**src/rtl/clk_div_pkg.sv**
```systemverilog
// Shared constants for the programmable clock divider family.
package clk_div_pkg;

  localparam int unsigned CLK_HZ    = 50_000_000;
  localparam int unsigned DIV_1HZ   = CLK_HZ;
  localparam int unsigned DIV_100HZ = CLK_HZ / 100;
  localparam int unsigned DIV_1KHZ  = CLK_HZ / 1000;
  localparam int unsigned MIN_DIV   = 2;

endpackage

```
**src/rtl/div_shadow_reg.sv**
```systemverilog
// Shadow register for the divisor: captures (clamped) new values and
// signals when a pending value should be transferred to the active divisor.
module div_shadow_reg
  import clk_div_pkg::*;
#(
  parameter int unsigned WIDTH = 26
) (
  input  logic             i_clk,
  input  logic             i_rst,
  input  logic [WIDTH-1:0] i_div_in,
  input  logic             i_div_load,
  input  logic             i_apply_req,
  output logic [WIDTH-1:0] o_div_pend,
  output logic             o_div_busy,
  output logic             o_apply
);

  logic [WIDTH-1:0] r_pend;
  logic             r_busy;
  logic [WIDTH-1:0] w_clamped;

  assign w_clamped  = (i_div_in < WIDTH'(MIN_DIV)) ? WIDTH'(MIN_DIV) : i_div_in;
  assign o_apply    = r_busy & i_apply_req;
  assign o_div_pend = r_pend;
  assign o_div_busy = r_busy;

  // A fresh load always wins over a same-cycle apply, so busy stays set and
  // the old pending value is what the apply transfers on this edge.
  always_ff @(posedge i_clk or posedge i_rst) begin
    if (i_rst) begin
      r_pend <= '0;
      r_busy <= 1'b0;
    end else if (i_div_load) begin
      r_pend <= w_clamped;
      r_busy <= 1'b1;
    end else if (o_apply) begin
      r_busy <= 1'b0;
    end
  end

endmodule

```
**src/rtl/clk_div_prog.sv**
```systemverilog
// Programmable synchronous divider: one-cycle tick and near-50% square wave
// every div_act enabled cycles; divisor changes take effect on period bounds.
module clk_div_prog
  import clk_div_pkg::*;
#(
  parameter int unsigned WIDTH       = 26,
  parameter int unsigned DEFAULT_DIV = DIV_1HZ
) (
  input  logic             clk,
  input  logic             rst,
  input  logic             en,
  input  logic             clr,
  input  logic [WIDTH-1:0] div_in,
  input  logic             div_load,
  output logic             div_busy,
  output logic             tick,
  output logic             sq_out,
  output logic [WIDTH-1:0] cnt_out
);

  logic [WIDTH-1:0] r_cnt;
  logic [WIDTH-1:0] r_div_act;
  logic             r_tick;
  logic             r_sq;

  logic [WIDTH-1:0] w_cnt_next;
  logic [WIDTH-1:0] w_div_pend;
  logic [WIDTH-1:0] w_high_len;
  logic             w_wrap;
  logic             w_apply;

  assign w_wrap     = en & ~clr & (r_cnt == r_div_act - WIDTH'(1));
  assign w_cnt_next = w_wrap ? '0 : r_cnt + WIDTH'(1);
  // ceil(N/2): the high phase gets the extra cycle for odd divisors
  assign w_high_len = r_div_act - (r_div_act >> 1);

  div_shadow_reg #(
    .WIDTH(WIDTH)
  ) u_shadow (
    .i_clk      (clk),
    .i_rst      (rst),
    .i_div_in   (div_in),
    .i_div_load (div_load),
    .i_apply_req(w_wrap | clr),
    .o_div_pend (w_div_pend),
    .o_div_busy (div_busy),
    .o_apply    (w_apply)
  );

  // Period counter with synchronous clear and enable-gated wrap.
  always_ff @(posedge clk or posedge rst) begin
    if (rst) begin
      r_cnt <= '0;
    end else if (clr) begin
      r_cnt <= '0;
    end else if (en) begin
      r_cnt <= w_cnt_next;
    end
  end

  // Active divisor is only replaced on a wrap or clear, keeping periods whole.
  always_ff @(posedge clk or posedge rst) begin
    if (rst) begin
      r_div_act <= WIDTH'(DEFAULT_DIV);
    end else if (w_apply) begin
      r_div_act <= w_div_pend;
    end
  end

  // Registered tick and square wave; after a wrap the next count is 0, which
  // is always in the high phase, so the old divisor gives the right level.
  always_ff @(posedge clk or posedge rst) begin
    if (rst) begin
      r_tick <= 1'b0;
      r_sq   <= 1'b0;
    end else if (clr) begin
      r_tick <= 1'b0;
      r_sq   <= 1'b0;
    end else begin
      r_tick <= w_wrap;
      if (en) begin
        r_sq <= (w_cnt_next < w_high_len);
      end
    end
  end

  assign tick    = r_tick;
  assign sq_out  = r_sq;
  assign cnt_out = r_cnt;

endmodule

```
**config.mk**
```make
export PLATFORM = sky130hd
export DESIGN_NAME = clk_div_prog
export DESIGN_NICKNAME = d
export VERILOG_FILES = /design/src/rtl/clk_div_pkg.sv /design/src/rtl/div_shadow_reg.sv /design/src/rtl/clk_div_prog.sv
export SDC_FILE = /design/constraint.sdc
export NUM_CORES = 1
export LEC_CHECK = 0
export ABC_AREA = 1
export ABC_CLOCK_PERIOD_IN_PS = 8400
export CAP_MARGIN = 10
export CORE_UTILIZATION = 35
export DETAILED_ROUTE_END_ITERATION = 10
export DONT_BUFFER_PORTS = 1
export GPL_TIMING_DRIVEN = 1
export MAX_ROUTING_LAYER = met4
export SYNTH_ARGS = -nofsm -noshare
export SYNTH_HDL_FRONTEND = slang
export SYNTH_SLANG_ARGS = --single-unit
```
**constraint.sdc**
```tcl
create_clock -name clk -period 8.4 [get_ports clk]
set_clock_uncertainty 0.2 [all_clocks]
set_input_delay 1.68 -clock clk [delete_from_list [all_inputs] [get_ports clk]]
set_output_delay 1.68 -clock clk [all_outputs]
set_load 0.005 [all_outputs]
```
# [Word level (Yosys, flattened, before mapping)]
# Index checks and enable logic that the tools add are counted.
[word_totals] regBits=81 wordCells=28
[op_classes] eq_ne=1 magnitude_cmp=2 add_sub_neg=3 n_mux=9 reduce_logical=2 bitwise=5
[ops] cell="two-way mux 26 bit" n=4
[ops] cell="adder 26 x 1 -> 26 bit, second input constant" n=1
[ops] cell="equality test 26 bit" n=1
[ops] cell="< comparator 26 x 2 -> 1 bit, second input constant" n=1
[ops] cell="< comparator 26 bit" n=1
[ops] cell="subtractor 26 x 1 -> 26 bit, second input constant" n=1
[ops] cell="subtractor 26 x 25 -> 26 bit" n=1
[ops] cell="two-way mux 1 bit" n=5
[ops] cell="nonzero test 2 bit" n=2
[ops] cell="bitwise AND 1 bit" n=3
[ops] cell="inverter 1 bit" n=1
[ops] cell="OR 1 bit" n=1

# [Logic depth before layout (Yosys ltp)]
[depth] ltp_word=7 ltp_mapped=27 ltp_nobuf=26

# [By module]
# Synthesis repeated with hierarchy kept, for this count alone.
[hier_totals] hier_cells=1079 area_unflattened_um2=7348.3
[by_module_without_submodules] mod="clk_div_prog" area_per_inst_um2=6222.2 seq_area_each_um2=1366.3 cells_each=937 n_inst=1
[by_module_without_submodules] mod="div_shadow_reg" area_per_inst_um2=1126.1 seq_area_each_um2=675.6 cells_each=142 n_inst=1

# [Worst setup path before layout]
# No wires, ideal clock.
[synth_path] path_kind="in2reg" startpoint="in clr" endpoint="reg r_sq (netlist: sq_out)" required_time_ns=8.084 arrival_time_ns=4.085 n_path_buf=1 slack_ns=3.999 path_stages=20 setup_time_ns=0.116 path_cell_list="inv_1 > nand2_2 > nor2_1 > nand3b_1 > nor2_1 > nand2_1 > nor2_1 > nand2_1 > nor2_1 > nand4_4 > inv_2 > buf_6 > nor2_1 > ha_1 > nand2_1 > or4_1 > nor4_1 > nand2_1 > nand2_1 > nand2_1"
[synth_via] elab_chain_len=7
[synth_lines] element="start, declared" line="clk_div_prog.sv:12" rtl="input logic clr,"
[synth_lines] element="inverter 1 bit" line="clk_div_prog.sv:32" rtl="assign w_wrap = en & ~clr & (r_cnt == r_div_act - WIDTH'(1));"
[synth_lines] element="bitwise AND 1 bit (2 in series)" line="clk_div_prog.sv:32"
[synth_lines] element="two-way mux 26 bit" line="clk_div_prog.sv:33" rtl="assign w_cnt_next = w_wrap ? '0 : r_cnt + WIDTH'(1);"
[synth_lines] element="< comparator 26 bit" line="clk_div_prog.sv:82" rtl="r_sq <= (w_cnt_next < w_high_len);"
[synth_lines] element="two-way mux 1 bit" line="clk_div_prog.sv:81" rtl="if (en) begin"
[synth_lines] element="two-way mux 1 bit" line="clk_div_prog.sv:76" rtl="end else if (clr) begin"
[synth_lines] element="end signal, assigned" line="clk_div_prog.sv:82"
[synth_lines] element="end, declared" line="clk_div_prog.sv:24" rtl="logic r_sq;"
# Several ways; a longest one is shown, not always the timed one. The select of a mux whose other input is x is not followed.
# A chain may end at the register's enable or synchronous reset.

# [Final worst setup path]
# Ends and elaborated chain as after synthesis.

==> results.py <==
metrics = {
    "sta": {
        "hold_viol": 0,
        "slew_violations": 0,
        "rsz0062_at_grt": "no",
        "hold_slack_ns": 0.284,
        "final.min_clock_period_ns": 4.56,
        "fin_ws_ns": 3.84,
        "fmax_mhz": 219,
        "setup_viol": 0,
        "tightestPinTransition_ns": 1.03,
        "period_share_pct": 54.3,
        "slew-limit-headroom_pct": 31.4,
        "fin_tns_setup_ns": 0,
    },
    "global_routing": {
        "grt_max_degree": 82,
        "overflow": 0,
        "antenna_found_initial": 0,
        "grt_pass1_wl_um": 30900,
        "grt_pass1_vias": 5837,
        "track_usage_pct": 19.3,
    },
    "drt": {
        "wl_met2_um": 7740,
        "routed_via_density": 4.88,
        "wl_um": 19300,
        "routedWlPerCell_um": 15.2,
        "drc": 0,
        "routed.top_layer": "met4",
        "drtIter0Drc": 430,
        "wl_met1_um": 10200,
        "drt_first_pass_iters": 5,
        "final_antenna_net_count": 0,
        "met3_wirelength_um": 1080,
        "vias": 6175,
    },
    "run_status": {
        "status": "finished, final reports clean",
    },
    "synthesis": {
        "yosysUniqueCellTypes": 52,
        "ys_ff_latch": 81,
        "synthesis.area_mm2": 0.00715,
        "synth_edf_count": 0,
        "syn_nets": 1108,
        "synth_ff_type": "dfrtp_1",
        "postSynthAreaPerCell_um2": 7.16,
        "syn_inst": 999,
        "yosys_warnings": 0,
        "async_flop_share_pct": 100,
        "seq_area_frac_synth_pct": 28.5,
    },
    "cells_and_area": {
        "nets": 1104,
        "drive_above_1_share_pct": 7.90,
        "antenna_cells": 0,
        "fin_cells": 1265,
        "final_area_mm2": 0.00770,
        "areaGrowthSynthToFinish_pct": 7.61,
    },
    "floorplan": {
        "ios": 60,
        "die_y_um": 145,
        "core_area_mm2": 0.0197,
        "start_util_pct": 36.3,
        "die_width_um": 145,
        "row_count": 51,
        "dieArea_mm2": 0.0210,
    },
    "clock_network": {
        "cts_sinks": 81,
        "clkTransAtPathRegs_ns": 0.08,
        "cts_resized": 0,
        "htree_levels": 3,
        "postCtsSetupRepairBufs": 0,
        "clockBufferDepth": 2,
        "clock_latency_ns": 0.37,
        "cts_made_buffers": 9,
        "cts_tree": "done",
        "hold_buffers": 0,
        "root_buffer": "clkbuf_16",
    },
    "worst_setup_path": {
        "crit_fanout": 21,
        "crit_type": "in2reg",
        "start_kind": "input pin",
        "max_stage_delay_ns": 0.55,
        "cp_common_cell": "nand2_1",
        "critPathBufInv": 2,
        "cp_top_family": "simple AND/OR/NAND/NOR gates",
        "arrival_ns": 4.63,
        "worstPathRequired_ns": 8.47,
        "end_kind": "flip-flop",
        "path_cells": "inv_1 > nand2_2 > nor2_1 > nand3b_1 > nor2_1 > nand2_1 > nor2_1 > nand2_1 > nor2_1 > nand4_4 > inv_2 > nor2_1 > ha_1 > nand2_1 > or4_1 > nor4_1 > nand2_1 > nand2_1 > nand2_1",
        "slowest_stage": "or4_1",
    },
    "power_and_ir_drop": {
        "p_leak_nw": 3.79,
        "powerDensity_mw_per_mm2": 203,
        "max-vdd-ir-drop_v": 0.000114,
    },
    "placement": {
        "pre_cts_slack_ns": 3.47,
        "dp_hpwl_um": 15600,
        "portBuffers": 0,
        "routabilityCongestion": 0.933,
        "place_inst": 1249,
        "placed_area_mm2": 0.00738,
    },
    "job": {
        "maxCapViolCount": 0,
    },
    "min_path": {
        "hold_class": "reg2reg",
    },
}
[cell families after synthesis]
kind of cell | Yosys count | share of synthesized area (%)
and+or+nand+nor | 442 | 26.8
buffers and inverters | 183 | 10.3
AOI/OAI and AO/OA | 158 | 13.6
DFF | 81 | 28.5
adders and majority gates | 78 | 13.7
xor gates and xnor gates | 57 | 6.98
[worst paths after layout]
path                                                          start                             endpoint  slack, ns  cells past startpoint
worst max-delay path                                            clr                   sq_out$_DFFE_PP0P_       3.84                     19
worst min-delay path            u_shadow.o_div_pend[12]$_DFFE_PP0P_            r_div_act[12]$_DFFE_PP1P_       0.28                      2
worst max register to register             r_div_act[0]$_DFFE_PP0P_                   sq_out$_DFFE_PP0P_       4.08                     21
worst min register to register  u_shadow.o_div_pend[12]$_DFFE_PP0P_            r_div_act[12]$_DFFE_PP1P_       0.28                      2
max in group asynchronous                                       rst  u_shadow.o_div_pend[19]$_DFFE_PP0P_       6.02                      2
min in group asynchronous                                       rst   u_shadow.o_div_pend[4]$_DFFE_PP0P_       1.33                      2
[layout make-up]
cell class,instances,area [um2]
Clock buffer,10,239
Clock inverter,6,73.8
Fill cell,2072,12000
Inverter,166,624
Multi-Input combinational cell,735,4370
Sequential cell,81,2040
Tap cell,265,332
Timing Repair Buffer,2,15.0
[tightest hold or removal path, cell delays in order (launching register included)]
cell,delay (ns)
dfrtp_1,0.36
inv_1,0.08
o21ai_2,0.06
[report_power, final]
part / switching [W] / total, W / leakage (nW) / internal, W
Combinational: 0.000440 / 0.000667 / 2.62 / 0.000227
Sequential: 0.0000367 / 0.000465 / 1.02 / 0.000428
Clock: 0.000188 / 0.000431 / 0.148 / 0.000243
[synthesized netlist by cell type, types with 2 or more instances]
library cell | number | share of area (%)
a21oi_1 | 38 | 2.7
a22o_1 | 2 | 0.24
a31oi_1 | 2 | 0.17
buf_4 | 2 | 0.21
buf_6 | 6 | 0.94
clkbuf_1 | 9 | 0.47
dfrtp_1 | 69 | 24
dfstp_2 | 12 | 4.4
ha_1 | 77 | 13
inv_1 | 163 | 8.6
inv_2 | 2 | 0.10
nand2_1 | 250 | 13
nand2_2 | 3 | 0.26
nand3_1 | 42 | 2.9
nand3b_1 | 2 | 0.21
nand4_1 | 17 | 1.5
nor2_1 | 85 | 4.5
nor2_2 | 7 | 0.61
nor3_1 | 13 | 0.91
nor3b_1 | 2 | 0.21
nor4_1 | 11 | 0.96
o21ai_0 | 62 | 4.3
o21ai_1 | 2 | 0.14
o21ai_2 | 26 | 3.2
o21bai_1 | 4 | 0.42
o22ai_1 | 9 | 0.79
o311ai_0 | 2 | 0.24
xnor2_1 | 8 | 0.98
xor2_1 | 49 | 6.0
[registers in the layout, indices dropped and copies added, names as in the netlist]
signal	cells
cnt_out	26
sq_out	1
u_shadow.o_div_pend	26
r_div_act	26
u_shadow.o_div_busy	1
tick	1
[routing by layer]
layer | track usage [%] | up-vias
met3 | 2.89 | 20
met2 | 27.2 | 178
met1 | 28.5 | 2771
li1 | - | 3206
met5 | - | -
met4 | 4.79 | 0
[layout by cell type (no fill, tap or decap), drive strengths merged, types with 2 or more instances in the layout]
| cell type | synthesis | routed |
|---|---|---|
| nor2 | 94 | 94 |
| xnor2 | 8 | 8 |
| buf | 8 | 2 |
| nand3b | 2 | 2 |
| dfrtp | 69 | 69 |
| a31oi | 2 | 2 |
| o21ai | 91 | 91 |
| clkbuf | 9 | 10 |
| ha | 77 | 77 |
| nor4 | 12 | 12 |
| o22ai | 9 | 9 |
| nand4 | 18 | 18 |
| nand2 | 254 | 254 |
| xor2 | 49 | 49 |
| nand3 | 43 | 43 |
| a22o | 2 | 2 |
| clkinv | 1 | 2 |
| nor3b | 2 | 2 |
| clkinvlp | 0 | 2 |
| o311ai | 2 | 2 |
| nor3 | 14 | 14 |
| inv | 165 | 167 |
| a21oi | 38 | 38 |
| o21bai | 4 | 4 |
| dfstp | 12 | 12 |
[metrics by stage]
stage | total power, W | utilization (%)
after CTS | 0.00157 | 39.0
final | 0.00156 | 39.0
after global placement | 0.00112 | 37.5
after floorplan | 0.000954 | -
after detailed placement | 0.00113 | 37.5
after global routing | 0.00167 | 39.0
Power figures use the tool's default switching activity.
